### src/rtl/activation_pipe.sv
// activation_pipe
// ----------------------------------------------------------------------------
// Streams LANES-wide signed vectors through a per-lane activation function.
// A start pulse begins a run of num_vectors vectors. The run configuration
// (act_mode, leak_shift, clip_max, num_vectors) is captured on that start.
// Data passes through two register stages:
//   S1 : activation result, already masked by validity_mask
//   S2 : output register driving out_valid / out_data
// Both stages advance together whenever S2 is empty or being consumed. They
// freeze as a unit while out_valid & !out_ready.
//
// Optional feature macro: ACTIVATION_PIPE_LEAKY_EN
//   defined   : act_mode 2'b10 is leaky ReLU (x < 0 -> x >>> leak_shift)
//   undefined : act_mode 2'b10 behaves as plain ReLU, leak_shift is ignored
//
// Ports
//   clk             : clock, rising edge
//   reset           : synchronous active-high reset
//   start           : one-cycle pulse, starts a run (ignored while running)
//   act_mode        : 00 bypass, 01 ReLU, 10 leaky ReLU, 11 clipped ReLU
//   leak_shift      : arithmetic shift applied to negative leaky inputs
//   clip_max        : upper saturation limit for clipped ReLU (signed)
//   num_vectors     : number of vectors in the run
//   in_valid/in_ready, inp_data, validity_mask : input handshake + payload
//   out_valid/out_ready, out_data              : output handshake + payload
//   done_activation : high while the run is complete (DONE state)
// ----------------------------------------------------------------------------
module activation_pipe #(
    parameter int LANES  = 4,
    parameter int DWIDTH = 8,
    parameter int CWIDTH = 16
) (
    input  logic                    clk,
    input  logic                    reset,
    input  logic                    start,
    input  logic [1:0]              act_mode,
    input  logic [2:0]              leak_shift,
    input  logic [DWIDTH-1:0]       clip_max,
    input  logic [CWIDTH-1:0]       num_vectors,
    input  logic                    in_valid,
    output logic                    in_ready,
    input  logic [LANES*DWIDTH-1:0] inp_data,
    input  logic [LANES-1:0]        validity_mask,
    output logic                    out_valid,
    input  logic                    out_ready,
    output logic [LANES*DWIDTH-1:0] out_data,
    output logic                    done_activation
);

    typedef enum logic [1:0] {
        ST_IDLE = 2'b00,
        ST_RUN  = 2'b01,
        ST_DONE = 2'b10
    } state_t;

    state_t                  state_q, state_d;
    logic [1:0]              mode_q, mode_d;
    logic [DWIDTH-1:0]       cmax_q, cmax_d;
    logic [CWIDTH-1:0]       nv_q, nv_d;
    logic [CWIDTH-1:0]       in_cnt_q, in_cnt_d;
    logic [CWIDTH-1:0]       out_cnt_q, out_cnt_d;
    logic                    s1_valid_q, s1_valid_d;
    logic [LANES*DWIDTH-1:0] s1_data_q, s1_data_d;
    logic                    out_valid_q, out_valid_d;
    logic [LANES*DWIDTH-1:0] out_data_q, out_data_d;
    logic                    done_q, done_d;

    logic                    advance_s;
    logic                    in_ready_s;
    logic                    accept_s;
    logic                    out_hs_s;
    logic                    start_acc_s;
    logic [LANES*DWIDTH-1:0] lanes_s;

`ifdef ACTIVATION_PIPE_LEAKY_EN
    logic [2:0]              shift_q, shift_d;
`else
    logic                    leak_unused_s;
    assign leak_unused_s = ^leak_shift;
`endif

    // Per-lane activation; x and cmax are treated as two's complement.
    function automatic logic [DWIDTH-1:0] act_lane(
        input logic signed [DWIDTH-1:0] x,
        input logic [1:0]               mode,
`ifdef ACTIVATION_PIPE_LEAKY_EN
        input logic [2:0]               sh,
`endif
        input logic signed [DWIDTH-1:0] cmax
    );
        logic [DWIDTH-1:0] r;
        case (mode)
            2'b00: r = x;
            2'b01: r = x[DWIDTH-1] ? {DWIDTH{1'b0}} : x;
`ifdef ACTIVATION_PIPE_LEAKY_EN
            2'b10: r = x[DWIDTH-1] ? (x >>> sh) : x;
`else
            2'b10: r = x[DWIDTH-1] ? {DWIDTH{1'b0}} : x;
`endif
            2'b11: begin
                if (x[DWIDTH-1]) begin
                    r = {DWIDTH{1'b0}};
                end else if (x > cmax) begin
                    r = cmax;
                end else begin
                    r = x;
                end
            end
            default: r = x;
        endcase
        return r;
    endfunction

    // Handshake qualifiers shared by the FSM, counters and datapath.
    assign advance_s   = ~out_valid_q | out_ready;
    assign out_hs_s    = out_valid_q & out_ready;
    assign start_acc_s = start & (state_q != ST_RUN);
    assign accept_s    = in_valid & in_ready_s;

    // FSM next-state: a run ends on the handshake of its last vector.
    always_comb begin
        state_d = state_q;
        case (state_q)
            ST_IDLE: begin
                if (start) state_d = ST_RUN;
                else       state_d = ST_IDLE;
            end
            ST_RUN: begin
                if (nv_q == {CWIDTH{1'b0}}) begin
                    state_d = ST_DONE;
                end else if (out_hs_s && ((out_cnt_q + CWIDTH'(1)) == nv_q)) begin
                    state_d = ST_DONE;
                end else begin
                    state_d = ST_RUN;
                end
            end
            ST_DONE: begin
                if (start) state_d = ST_RUN;
                else       state_d = ST_DONE;
            end
            default: state_d = ST_IDLE;
        endcase
    end

    // FSM outputs: input acceptance window and next value of the done flag.
    always_comb begin
        in_ready_s = 1'b0;
        done_d     = 1'b0;
        if (state_q == ST_RUN) begin
            in_ready_s = (in_cnt_q < nv_q) & advance_s;
        end else begin
            in_ready_s = 1'b0;
        end
        done_d = (state_d == ST_DONE);
    end

    // Run configuration and vector counters, refreshed on an accepted start.
    always_comb begin
        mode_d    = mode_q;
        cmax_d    = cmax_q;
        nv_d      = nv_q;
        in_cnt_d  = in_cnt_q;
        out_cnt_d = out_cnt_q;
`ifdef ACTIVATION_PIPE_LEAKY_EN
        shift_d   = shift_q;
`endif
        if (start_acc_s) begin
            mode_d    = act_mode;
            cmax_d    = clip_max;
            nv_d      = num_vectors;
            in_cnt_d  = {CWIDTH{1'b0}};
            out_cnt_d = {CWIDTH{1'b0}};
`ifdef ACTIVATION_PIPE_LEAKY_EN
            shift_d   = leak_shift;
`endif
        end else begin
            if (accept_s) in_cnt_d = in_cnt_q + CWIDTH'(1);
            else          in_cnt_d = in_cnt_q;
            if (out_hs_s) out_cnt_d = out_cnt_q + CWIDTH'(1);
            else          out_cnt_d = out_cnt_q;
        end
    end

    // Lane compute with the captured configuration; masked lanes become zero.
    always_comb begin
        lanes_s = {(LANES*DWIDTH){1'b0}};
        for (int i = 0; i < LANES; i++) begin
            if (validity_mask[i]) begin
`ifdef ACTIVATION_PIPE_LEAKY_EN
                lanes_s[i*DWIDTH +: DWIDTH] = act_lane($signed(inp_data[i*DWIDTH +: DWIDTH]),
                                                       mode_q, shift_q, $signed(cmax_q));
`else
                lanes_s[i*DWIDTH +: DWIDTH] = act_lane($signed(inp_data[i*DWIDTH +: DWIDTH]),
                                                       mode_q, $signed(cmax_q));
`endif
            end else begin
                lanes_s[i*DWIDTH +: DWIDTH] = {DWIDTH{1'b0}};
            end
        end
    end

    // Two-stage datapath; both stages move together or both hold. Empty
    // stages carry zero data so out_data reads zero whenever out_valid is low.
    always_comb begin
        s1_valid_d  = s1_valid_q;
        s1_data_d   = s1_data_q;
        out_valid_d = out_valid_q;
        out_data_d  = out_data_q;
        if (advance_s) begin
            s1_valid_d  = accept_s;
            s1_data_d   = accept_s ? lanes_s : {(LANES*DWIDTH){1'b0}};
            out_valid_d = s1_valid_q;
            out_data_d  = s1_valid_q ? s1_data_q : {(LANES*DWIDTH){1'b0}};
        end else begin
            s1_valid_d  = s1_valid_q;
            s1_data_d   = s1_data_q;
            out_valid_d = out_valid_q;
            out_data_d  = out_data_q;
        end
    end

    // State, configuration, counters and pipeline registers.
    always_ff @(posedge clk) begin
        if (reset) begin
            state_q     <= ST_IDLE;
            mode_q      <= 2'b00;
            cmax_q      <= {DWIDTH{1'b0}};
            nv_q        <= {CWIDTH{1'b0}};
            in_cnt_q    <= {CWIDTH{1'b0}};
            out_cnt_q   <= {CWIDTH{1'b0}};
            s1_valid_q  <= 1'b0;
            s1_data_q   <= {(LANES*DWIDTH){1'b0}};
            out_valid_q <= 1'b0;
            out_data_q  <= {(LANES*DWIDTH){1'b0}};
            done_q      <= 1'b0;
`ifdef ACTIVATION_PIPE_LEAKY_EN
            shift_q     <= 3'd0;
`endif
        end else begin
            state_q     <= state_d;
            mode_q      <= mode_d;
            cmax_q      <= cmax_d;
            nv_q        <= nv_d;
            in_cnt_q    <= in_cnt_d;
            out_cnt_q   <= out_cnt_d;
            s1_valid_q  <= s1_valid_d;
            s1_data_q   <= s1_data_d;
            out_valid_q <= out_valid_d;
            out_data_q  <= out_data_d;
            done_q      <= done_d;
`ifdef ACTIVATION_PIPE_LEAKY_EN
            shift_q     <= shift_d;
`endif
        end
    end

    assign in_ready        = in_ready_s;
    assign out_valid       = out_valid_q;
    assign out_data        = out_data_q;
    assign done_activation = done_q;

endmodule

### config.mk
export PLATFORM = sky130hd
export DESIGN_NAME = activation_pipe
export DESIGN_NICKNAME = d
export VERILOG_FILES = /design/src/rtl/activation_pipe.sv
export SDC_FILE = /design/constraint.sdc
export NUM_CORES = 1
export LEC_CHECK = 0
export ABC_AREA = 1
export BUFFER_PORTS_ARGS = -buffer_cell sky130_fd_sc_hd__buf_2
export CAP_MARGIN = 25
export CORE_MARGIN = 5
export CORE_UTILIZATION = 54
export CTS_BUF_LIST = sky130_fd_sc_hd__clkbuf_4 sky130_fd_sc_hd__clkbuf_8
export DETAILED_ROUTE_END_ITERATION = 6
export PLACE_DENSITY = 0.87
export SLEW_MARGIN = 5
export SYNTH_ARGS = -nofsm -noshare
export SYNTH_HDL_FRONTEND = slang
export SYNTH_SLANG_ARGS = --single-unit
export TNS_END_PERCENT = 50
### constraint.sdc
create_clock -name clk -period 1.8 [get_ports clk]
set_clock_uncertainty 0.15 [all_clocks]
set_input_delay 0.36 -clock clk [delete_from_list [all_inputs] [get_ports clk]]
set_output_delay 0.36 -clock clk [all_outputs]
set_load 0.005 [all_outputs]
Yosys cells after proc, flatten, opt, wreduce, memory -nomap -nowiden
Index checks and enable logic that the tools add are counted.
Widths: inputs -> output; s select.
Storage, ports and cells
  flip-flop bits (word level): 127
  bits of input ports: 70
  logic and storage cells: 66
  output and inout port bits: 35
Operators by class
  reductions and logical operators: 6
  equal/unequal tests: 8
  bitwise gates (word level): 6
  add/sub/neg operators: 2
  multiplexer cells: 28
  order comparisons: 5
Operator list (count)
  $mux 8: 12
  $pmux 8 s3: 4
  $mux 32: 2
  $add 16x1->16 const B: 2
  $gt 8x8->1: 4
  $mux 7: 4
  $eq 16x16->1: 1
  $logic_not 16->1: 1
  $lt 16x16->1: 1
  $eq 2x2->1 const B: 4
  $mux 2: 3
  $pmux 2 s3: 1
  $and 1x1->1: 4
  $eq 2x1->1 const B: 2
  $logic_not 2->1: 2
  $reduce_or 2->1: 2
  $mux 1: 2
  $ne 2x1->1 const B: 1
  $logic_and 1x1->1: 1
  $not 1->1: 1
  $or 1x1->1: 1

Depth between registers and ports, before layout
Gate-level depths: netlist of the first run.
  depth in word-level cells: 7
  mapped depth: 16
  depth with buffers taken out: 15

Worst setup path before layout of the first run
No wires, ideal clock.
  kind: register -> register
  start point: reg cmax_q[5]
  end point: reg s1_data_q[10]
  cell stages (with the launch flop): 14
  required time: 1580 ps
  buffers on the path: 0
  clock period less this slack: 2021 ps
  arrival time: 1800 ps
  slack: -221 ps
  library setup time: 70 ps
  path through: dfxtp_1 > inv_1 > ha_1 > a21oi_1 > nor2_1 > nor2_1 > nand2_1 > o21ai_2 > nand2_1 > nand2_1 > nand3_1 > nand2_1 > nand2_1 > a21oi_1
Between the ends
  longest elaborated chain between the ends: 6
Ends and longest elaborated chain
  from (decl): line 58  | logic [DWIDTH-1:0] cmax_q, cmax_d;
  from (signal assigned): line 227  | cmax_q <= {DWIDTH{1'b0}};
  from (signal assigned): line 242  | cmax_q <= cmax_d;
  $gt 8x8->1: line 103  | end else if (x > cmax) begin
  $mux 8: line 103
  $mux 8: line 101  | if (x[DWIDTH-1]) begin
  $pmux 8 s3: line 92  | case (mode)
  $mux 8: line 188  | if (validity_mask[i]) begin
  $mux 32: line 211  | s1_data_d = accept_s ? lanes_s : {(LANES*DWIDTH){1'b0}};
  to (signal assigned): line 232  | s1_data_q <= {(LANES*DWIDTH){1'b0}};
  to (signal assigned): line 247  | s1_data_q <= s1_data_d;
  to (decl): line 63  | logic [LANES*DWIDTH-1:0] s1_data_q, s1_data_d;
No other way between the ends.
A chain may end at the register's enable or synchronous reset.

Worst setup path in the final report of the first run
  start point: reg nv_q[14]
  end point: out in_ready
Between the ends
  longest elaborated chain between the ends: 3
Ends and longest elaborated chain
  from (decl): line 59  | logic [CWIDTH-1:0] nv_q, nv_d;
  from (signal assigned): line 228  | nv_q <= {CWIDTH{1'b0}};
  from (signal assigned): line 243  | nv_q <= nv_d;
  $lt 16x16->1: line 150  | in_ready_s = (in_cnt_q < nv_q) & advance_s;
  $and 1x1->1: line 150
  $mux 1: line 149  | if (state_q == ST_RUN) begin
  to (decl): line 41  | output logic in_ready,
No other way between the ends.

==> results of run 1 <==
[registers in the layout, indices dropped and copies added (netlist names)]
name	flops
s1_data_q	32
out_cnt_q	16
out_data	32
state_q	2
mode_q	2
s1_valid_q	1
nv_q	16
in_cnt_q	16
cmax_q	8
done_activation	1
out_valid	1
[logic make-up after synthesis]
| family | Yosys count | share of synthesized area (%) |
|---|---|---|
| fa+ha+maj | 51 | 8.508 |
| compound gates | 224 | 15.50 |
| xor+xnor | 20 | 2.703 |
| flops | 127 | 33.90 |
| buf+inv | 163 | 8.592 |
| simple gates | 525 | 30.80 |
[worst max-delay path by stage]
stage | endpoint | slack, ps | cells after the start
floorplan | in_cnt_q[11] | -90 | 12
global placement | in_cnt_q[7] | -300 | 14
detailed placement | s1_data_q[1] | -390 | 11
CTS | in_ready | -590 | 9
global route | in_ready | -770 | 9
finish | in_ready | -670 | 9
[routing by layer]
layer / up-vias / wire length, µm / share of wire (%)
li1: 4164 / - / -
met4: 0 / 1708 / 6.6
met5: - / 0 / 0
met1: 4060 / 9827 / 38
met2: 531 / 12470 / 48
met3: 160 / 2056 / 7.9
[critical path, cell delays in order (launching register included)]
cell and delay [ps]:
dfxtp_2 350, inv_2 60, ha_4 220, nand2_4 70, inv_2 40, nand2_1 70
nand4_1 120, a31oi_2 210, a21boi_2 220, buf_2 130
[per-stage QoR]
stage                     TNS [ps]  setup slack (ps)
after floorplan              -2684            -93.84
after global placement      -11180            -300.7
after detailed placement    -16290            -390.7
after CTS                   -10790            -593.9
after global routing        -24540            -766.9
final                       -15740            -670.8
[layout make-up]
class	instances	share of cell area [%]
multi-input cells	820	46.87
flip-flops and latches	127	24.70
repair buffers	264	17.77
inverters	123	4.787
clock buffers	18	2.364
well taps	180	2.149
clock inverters	14	1.361
[where the power goes]
group | switching (µW) | leakage, µW | total (µW) | internal (µW)
clock network | 1250 | 0.000183 | 2500 | 1260
registers | 55.6 | 0.00104 | 2940 | 2880
logic | 1020 | 0.00338 | 1800 | 774
[cell usage in the layout (no fill, tap or decap), types with 20 or more instances in the layout]
cell type  count
nand3_1      105
a21oi_2       23
nand2_1      286
inv_1         98
ha_1          27
buf_2        101
buf_4        147
dfxtp_2       28
nand2_2       20
ha_4          24
o21ai_0       41
dfxtp_1       96
nor2_1        35
nand4_1       27
a21oi_1      125
[timing repair]
item / 4_1_cts / 5_1_grt
gates cloned: 0 / 1
buffers inserted: 7 / 2
hold buffers: 1 / 0
resized for setup: 61 / 51
pin swaps: 13 / 17
endpoints found under the setup margin: 53 / 65
endpoints found under the hold margin: 1 / 0
==> results.sh, run 1 <==
export IMPL_grt_pass1_vias=8496
export IMPL_numCtsBuffers=17
export IMPL_netlist_area_um2=7500
export IMPL_hold_slack_ps=36.22
export IMPL_clkSinkCount=127
export IMPL_power_uw=7239
export IMPL_ir_worst_vdd_mv=0.4919
export IMPL_hp_class="input pin to flop"
export IMPL_synth_top_cells_by_area="dfxtp_1, nand2_1, a21oi_1, ha_1, nand3_1"
export IMPL_num_vias=8915
export IMPL_status="complete, but fails checks"
export IMPL_gp_congestion=0.9435
export IMPL_avgViaCountPerCell=5.766
export IMPL_grt_start_max_net_pins=70
export IMPL_synth_most_common_cell="nand2_1"
export IMPL_ys_ff_latch=127
export IMPL_synth_edf_count=0
export IMPL_dp_cells=1503
export IMPL_io_buffers=101
export IMPL_cp_start_kind="flop"
export IMPL_stdcell_count=1546
export IMPL_gr_usage_met1_pct=34.71
export IMPL_synth_seq_area_share_pct=33.90
export IMPL_power_leakage_uw=0.004605
export IMPL_drive_above_1_share_pct=33.89
export IMPL_reg2reg_from="nv_q[14]"
export IMPL_first_iter_violations=827
export IMPL_fin_nets=1474
export IMPL_drc=0
export IMPL_slew_violations=0
export IMPL_antenna_found_initial=0
export IMPL_worstPathMaxFanout=2
export IMPL_r2r_slack_ps=-420
export IMPL_clkSlewWorstSetupHoldPaths_ps=80
export IMPL_worstMarginPinSlew_ps=691.2
export IMPL_synth_area_per_cell_um2=6.756
export IMPL_num_rows=43
export IMPL_wl_per_cell_um=16.86
export IMPL_overflow=0
export IMPL_relSlewSlack_pct=53.92
export IMPL_synth_common_cells="nand2_1, a21oi_1, dfxtp_1"
export IMPL_placed_area_um2=9619
export IMPL_first_pass_iters=6
export IMPL_multi_input_area_um2=4912
export IMPL_violations="negative setup slack"
export IMPL_drv_cap=0
export IMPL_clockRootBuffer="clkbuf_8"
export IMPL_rsz0062_at_grt="true"
export IMPL_clock_path_buffers=2
export IMPL_r2r_cells=13
export IMPL_final_period_utilization_pct=137.3
export IMPL_cellPowerDensity_nw_per_um2=690.7
export IMPL_fin_crit_ps=2471
export IMPL_hold_start="clip_max[7]"
export IMPL_critical_path_class="flop to output pin"
export IMPL_regArea_um2=2589
export IMPL_cp_arrival_ps=1960
export IMPL_core_um2=13770
export IMPL_grtUsageTotal_pct=30.50
export IMPL_area_growth_pct=39.76
export IMPL_setup_worst_path_start="nv_q[14]"
export IMPL_yosysWarnings=0
export IMPL_yosysTopAreaCell="dfxtp_1"
export IMPL_die_h_um=127.9
export IMPL_layout_setup_ws_ps=-670.8
export IMPL_fmax_mhz=404.7
export IMPL_antenna_cells=0
export IMPL_worstPathRequired_ps=1290
export IMPL_hold_end="cmax_q[7]"
export IMPL_drt_wl_total_um=26060
export IMPL_synth_async_reset_ratio_pct=0
export IMPL_holdPathStages=3
export IMPL_synth_top_area_share_pct=33.90
export IMPL_fill_cells=923
export IMPL_mappedNetlistNets=1231
export IMPL_syn_inst=1110
export IMPL_reg2reg_to="s1_data_q[8]"
export IMPL_cp_end_kind="output pin"
export IMPL_post_route_cell_area_um2=10480
export IMPL_utilization_pct=76.10
export IMPL_hold_viol_final=0
export IMPL_setup_viol=53
export IMPL_synth_distinct_cells=41
export IMPL_grt_use_met2_pct=52.09
export IMPL_clk_latency_ps=460
export IMPL_grt_pass1_wl_um=40120
export IMPL_ant_nets=0
export IMPL_dp_hpwl_um=17200
export IMPL_cts_tree="done"
export IMPL_grtUsageMet3_pct=5.833
export IMPL_die_width_um=127.9
export IMPL_dominantRegCellSynth="dfxtp_1"
export IMPL_start_util_pct=54.45
export IMPL_htree_levels=4
export IMPL_dieArea_um2=16350
export IMPL_top_usage_layer="met2"
export IMPL_boundaryPins=105
No activity file was read; power rests on OpenSTA's default activity.
==> run 2: changes to the inputs <==
Settings changed: CAP_MARGIN 25 to 20, CORE_MARGIN 5 to 3, HOLD_SLACK_MARGIN from default to 0.06.
==> results.sh, run 2 (same netlist as run 1, synthesis figures left out) <==
export IMPL_status="complete, but fails checks"
export IMPL_violations="design-rule violations, negative setup slack"
export IMPL_fmax_mhz=379.5
export IMPL_layout_setup_ws_ps=-834.8
export IMPL_fin_crit_ps=2635
export IMPL_worstPathRequired_ps=1290
export IMPL_dieArea_um2=15340
export IMPL_overflow=0
export IMPL_drt_wl_total_um=32630
export IMPL_hold_end="cmax_q[3]"
export IMPL_grt_pass1_vias=9091
export IMPL_cts_tree="done"
export IMPL_die_width_um=123.9
export IMPL_r2r_cells=11
export IMPL_io_buffers=101
export IMPL_wl_per_cell_um=20.99
export IMPL_first_iter_violations=1771
export IMPL_cp_start_kind="flop"
export IMPL_hold_viol_final=0
export IMPL_antenna_found_initial=0
export IMPL_fin_nets=1487
export IMPL_start_util_pct=55.97
export IMPL_die_h_um=123.9
export IMPL_avgViaCountPerCell=6.345
export IMPL_slowest_stage="dfxtp_2"
export IMPL_gp_congestion=0.9441
export IMPL_cp_num_buf_inv=2
export IMPL_clkSlewWorstSetupHoldPaths_ps=90
export IMPL_holdPathStages=3
export IMPL_clk_latency_ps=460
export IMPL_worstPathMaxFanout=2
export IMPL_clkSinkCount=127
export IMPL_clock_path_buffers=2
export IMPL_num_rows=42
export IMPL_internal_power_uw=5378
export IMPL_numCtsBuffers=17
export IMPL_critical_path_class="flop to output pin"
export IMPL_post_route_cell_area_um2=10880
export IMPL_setup_viol=58
export IMPL_hold_start="clip_max[3]"
export IMPL_relSlewSlack_pct=41.94
export IMPL_critPathMaxStageDelay_ps=370
export IMPL_grt_pass1_wl_um=44240
export IMPL_power_leakage_uw=0.004815
export IMPL_cp_end_kind="output pin"
export IMPL_drive_above_1_share_pct=37.13
export IMPL_first_pass_iters=7
export IMPL_reg2reg_from="nv_q[15]"
export IMPL_ant_nets=0
export IMPL_clkPwrFrac_pct=38.2
export IMPL_ir_worst_vdd_mv=0.4311
export IMPL_dp_hpwl_um=17320
export IMPL_combPwrFrac_pct=25.1
export IMPL_r2r_slack_ps=-680
export IMPL_grtUsageTotal_pct=36.64
export IMPL_rsz0062_at_grt="true"
export IMPL_placed_area_um2=9642
export IMPL_drc=82
export IMPL_tns_ps=-30200
export IMPL_cellPowerDensity_nw_per_um2=735.2
export IMPL_num_vias=9866
export IMPL_clockRootBuffer="clkbuf_8"
export IMPL_boundaryPins=105
export IMPL_cp_top_family="compound AO/OA/AOI/OAI gates"
export IMPL_worstMarginPinSlew_ps=870.9
export IMPL_drv_cap=0
export IMPL_crit_chain="inv_4 > ha_4 > a21oi_2 > nand4_1 > a31oi_4 > a21boi_4 > buf_2"
export IMPL_power_switching_uw=2624
export IMPL_slew_violations=0
export IMPL_reg2reg_to="s1_data_q[3]"
export IMPL_grt_start_max_net_pins=70
export IMPL_area_growth_pct=45.13
export IMPL_cp_arrival_ps=2120
export IMPL_swShare_pct=32.79
export IMPL_antenna_cells=0
export IMPL_htree_levels=4
export IMPL_seqPwrFrac_pct=36.8
export IMPL_final_common_cell="nand2_1"
export IMPL_final_period_utilization_pct=146.4
export IMPL_core_um2=13400
export IMPL_hp_class="input pin to flop"
export IMPL_final_cell_mix="nand2_1, buf_4, nand3_1, a21oi_1"
==> run 2: changes by cell type in the layout (fill, tap and decap cells not counted), moves of 4 or more <==
cell / before / now
clkinv_2: 4 / 0
a21oi_2: 23 / 44
nand2_2: 20 / 40
a21oi_1: 125 / 102
buf_4: 147 / 153
nand2_1: 286 / 260
dfxtp_1: 96 / 101
inv_6: 4 / 9
dlygate4sd3_1: 1 / 10
nand2_4: 6 / 12
o21ai_1: 18 / 11
o21ai_0: 41 / 45
==> run 2: per-stage QoR <==
| step | worst slack, ps | power, µW | std cells | utilization (%) | hold slack [ps] |
|---|---|---|---|---|---|
| 6_report | -834.8 | 8003 | 1555 | 81.22 | 71.43 |
| 5_1_grt | -839.8 | 8183 | 1555 | 81.22 | 102.5 |
| 4_1_cts | -588.9 | 7651 | 1555 | 78.82 | 61.41 |
| 3_5_place_dp | -386.9 | 4601 | 1506 | 71.95 | 302.8 |
| 3_3_place_gp | -319.2 | 4532 | 1506 | 71.95 | 299.2 |
| 2_1_floorplan | -93.84 | 3893 | 1110 | - | 291.1 |
==> run 2: routing by layer <==
| layer | vias up | wire length (µm) | GRT usage (%) |
|---|---|---|---|
| li1 | 4193 | - | - |
| met4 | 0 | 2870 | 24.08 |
| met2 | 928 | 14750 | 60.56 |
| met1 | 4389 | 11210 | 41.95 |
| met5 | - | 0 | 0 |
| met3 | 356 | 3800 | 9.037 |
==> run 2: power groups by stage <==
stage                     combinational [µW]  clock [µW]  sequential (µW)
after detailed placement                1610           0             2990
after floorplan                          902           0             2990
after CTS                               1780        2940             2930
final                                   2000        3050             2940
after global routing                    2130        3110             2950
after global placement                  1550           0             2990
==> run 2: worst max-delay path by stage <==
stage,from,to,cells past startpoint
floorplan,nv_q[9],in_cnt_q[11],12
global placement,nv_q[9],s1_data_q[11],12
detailed placement,nv_q[10],s1_data_q[11],12
CTS,nv_q[15],in_ready,9
global route,nv_q[15],in_ready,7
finish,nv_q[15],in_ready,7
==> run 2: worst reg2reg max path, delay by kind of cell, from the launching register on <==
kind                     cells  cell delay [ps]
buffers and inverters        3              390
adder cells (fa/ha/maj)      1              230
AND/OR/NAND/NOR              4              670
flip-flops                   1              370
AO/OA/AOI/OAI                3              590
==> run 2: final cells by class <==
type                            count  area, µm²
Timing Repair inverter              1      16.27
Fill cell                         721       2516
Tap cell                          176      220.2
Clock buffer                       17      234.0
Sequential cell                   127       2575
Clock inverter                     15      234.0
Inverter                          123      511.7
Timing Repair Buffer              276       1949
Multi-Input combinational cell    820       5144
==> run 2: repair_timing <==
| item | 4_1_cts | 5_1_grt |
|---|---|---|
| setup endpoints to repair | 53 | 58 |
| endpoints found under the hold margin | 10 | 0 |
| gates resized for setup | 72 | 97 |
| cloned | 2 | 0 |
| setup buffers | 5 | 2 |
| pin swaps | 31 | 29 |
| hold buffers | 10 | 0 |
==> run 3: changes to the inputs <==
Settings changed: CTS_CLUSTER_DIAMETER from default to 40.
Clock period 1.8 ns to 2.1 ns, I/O delays scaled along.
==> results.sh, run 3 (same netlist as run 1, synthesis figures left out) <==
export IMPL_internal_power_uw=4206
export IMPL_clk_latency_ps=460
export IMPL_start_util_pct=55.97
export IMPL_critPathMaxStageDelay_ps=330
export IMPL_grt_pass1_wl_um=37390
export IMPL_grtUsageTotal_pct=31.11
export IMPL_drv_cap=0
export IMPL_slew_violations=0
export IMPL_clkSinkCount=127
export IMPL_antenna_found_initial=0
export IMPL_slowest_stage="dfxtp_2"
export IMPL_drive_above_1_share_pct=33.18
export IMPL_antenna_cells=0
export IMPL_final_cell_mix="nand2_1, buf_4, a21oi_1, dfxtp_1, nand3_1"
export IMPL_cp_end_kind="output pin"
export IMPL_cp_start_kind="flop"
export IMPL_seqPwrFrac_pct=40.5
export IMPL_ir_worst_vdd_mv=0.4363
export IMPL_die_width_um=123.9
export IMPL_fmax_mhz=384.8
export IMPL_overflow=0
export IMPL_rsz0062_at_grt="true"
export IMPL_fin_nets=1452
export IMPL_boundaryPins=105
export IMPL_numCtsBuffers=17
export IMPL_worstMarginPinSlew_ps=865.0
export IMPL_power_leakage_uw=0.004533
export IMPL_io_buffers=101
export IMPL_fill_cells=883
export IMPL_htree_levels=4
export IMPL_clockRootBuffer="clkbuf_8"
export IMPL_gp_congestion=0.9458
export IMPL_cp_arrival_ps=2030
export IMPL_cellPowerDensity_nw_per_um2=605.5
export IMPL_power_uw=6208
export IMPL_cp_num_buf_inv=2
export IMPL_avgViaCountPerCell=5.796
export IMPL_fin_crit_ps=2599
export IMPL_hold_viol_final=0
export IMPL_final_common_cell="nand2_1"
export IMPL_critical_path_class="flop to output pin"
export IMPL_power_switching_uw=2002
export IMPL_combPwrFrac_pct=24.3
export IMPL_relSlewSlack_pct=42.27
export IMPL_dp_hpwl_um=16700
export IMPL_post_route_cell_area_um2=10250
export IMPL_area_growth_pct=36.72
export IMPL_wl_per_cell_um=16.63
export IMPL_ant_nets=0
export IMPL_status="complete, but fails checks"
export IMPL_clock_path_buffers=2
export IMPL_num_rows=42
export IMPL_worstPathRequired_ps=1530
export IMPL_grt_pass1_vias=8017
export IMPL_final_period_utilization_pct=123.7
export IMPL_placed_area_um2=9076
export IMPL_clkSlewWorstSetupHoldPaths_ps=90
export IMPL_first_iter_violations=861
export IMPL_worstPathMaxFanout=2
export IMPL_crit_chain="inv_1 > ha_1 > a21oi_4 > nor2_2 > a211oi_2 > nand2_2 > a21boi_2 > buf_2"
export IMPL_place_ws_ps=-210.0
export IMPL_drc=1
export IMPL_cts_tree="done"
export IMPL_num_vias=8810
export IMPL_grt_start_max_net_pins=67
export IMPL_layout_setup_ws_ps=-498.7
export IMPL_swShare_pct=32.25
export IMPL_dieArea_um2=15340
export IMPL_setup_viol=50
export IMPL_drt_wl_total_um=25280
export IMPL_clkPwrFrac_pct=35.2
export IMPL_die_h_um=123.9
export IMPL_core_um2=13400
export IMPL_violations="design-rule violations, negative setup slack"
export IMPL_cp_top_family="compound AO/OA/AOI/OAI gates"
export IMPL_tns_ps=-9627
export IMPL_first_pass_iters=7
export IMPL_hp_class="input pin to flop"
-- run 3: path summary, 6_finish.rpt --
path                             startpoint            to  slack [ps]  cells past startpoint
worst max-delay path                nv_q[8]      in_ready        -500                      8
worst min-delay path                  start    state_q[0]          80                      3
worst max register to register      nv_q[8]  in_cnt_q[13]        -300                     14
worst min register to register  out_data[9]   out_data[9]         310                      2
-- run 3: power by group through the flow --
stage / Combinational [µW] / Clock [µW] / Sequential [µW]
3_5_place_dp: 1230 / 0 / 2560
5_1_grt: 1650 / 2290 / 2520
2_1_floorplan: 684 / 0 / 2550
3_3_place_gp: 1190 / 0 / 2550
6_report: 1510 / 2190 / 2510
4_1_cts: 1380 / 2180 / 2510
-- run 3: layer usage --
metal	global-route usage, %	wire length, µm	vias up
li1	-	-	4143
met4	16.82	1533	0
met2	53.60	12320	484
met3	6.267	2045	141
met1	36.15	9381	4042
met5	0	0	-
-- run 3: area by class of cell --
cell class	instances	area [µm²]	share of cell area [%]
clock buffer	18	241.5	2.355
sequential	127	2569	25.05
inverter	123	479.2	4.674
timing repair buffer	241	1698	16.56
timing repair inverter	1	8.758	0.08542
clock inverter	14	162.7	1.586
multi-input combinational	820	4875	47.54
tap	176	220.2	2.148
-- run 3: timing repair --
| action | CTS | global route |
|---|---|---|
| endpoints found under the setup margin | 50 | 56 |
| gates cloned | 0 | 1 |
| hold endpoints to repair | 3 | 0 |
| hold buffers | 1 | 0 |
| pin swaps | 34 | 33 |
| gates resized for setup | 106 | 81 |
| buffers inserted | 8 | 4 |
-- run 3: stage by stage --
step	cells	utilization (%)	hold WS [ps]
floorplan	1110	-	295.5
global placement	1475	67.73	299.4
detailed placement	1475	67.73	304.4
CTS	1515	74.14	72.29
global route	1520	76.52	84.58
finish	1520	76.52	79.84
-- run 3: worst reg2reg max path: stages, from the launching register on --
cell and delay [ps]:
dfxtp_2 330, inv_1 80, ha_1 250, a21oi_4 130, nor2_2 60, a211oi_2 240, nand2_2 120, buf_4 150
nand2_4 60, nand3_4 80, buf_12 170, buf_4 160, inv_6 80, nand2_1 60, a21oi_1 190
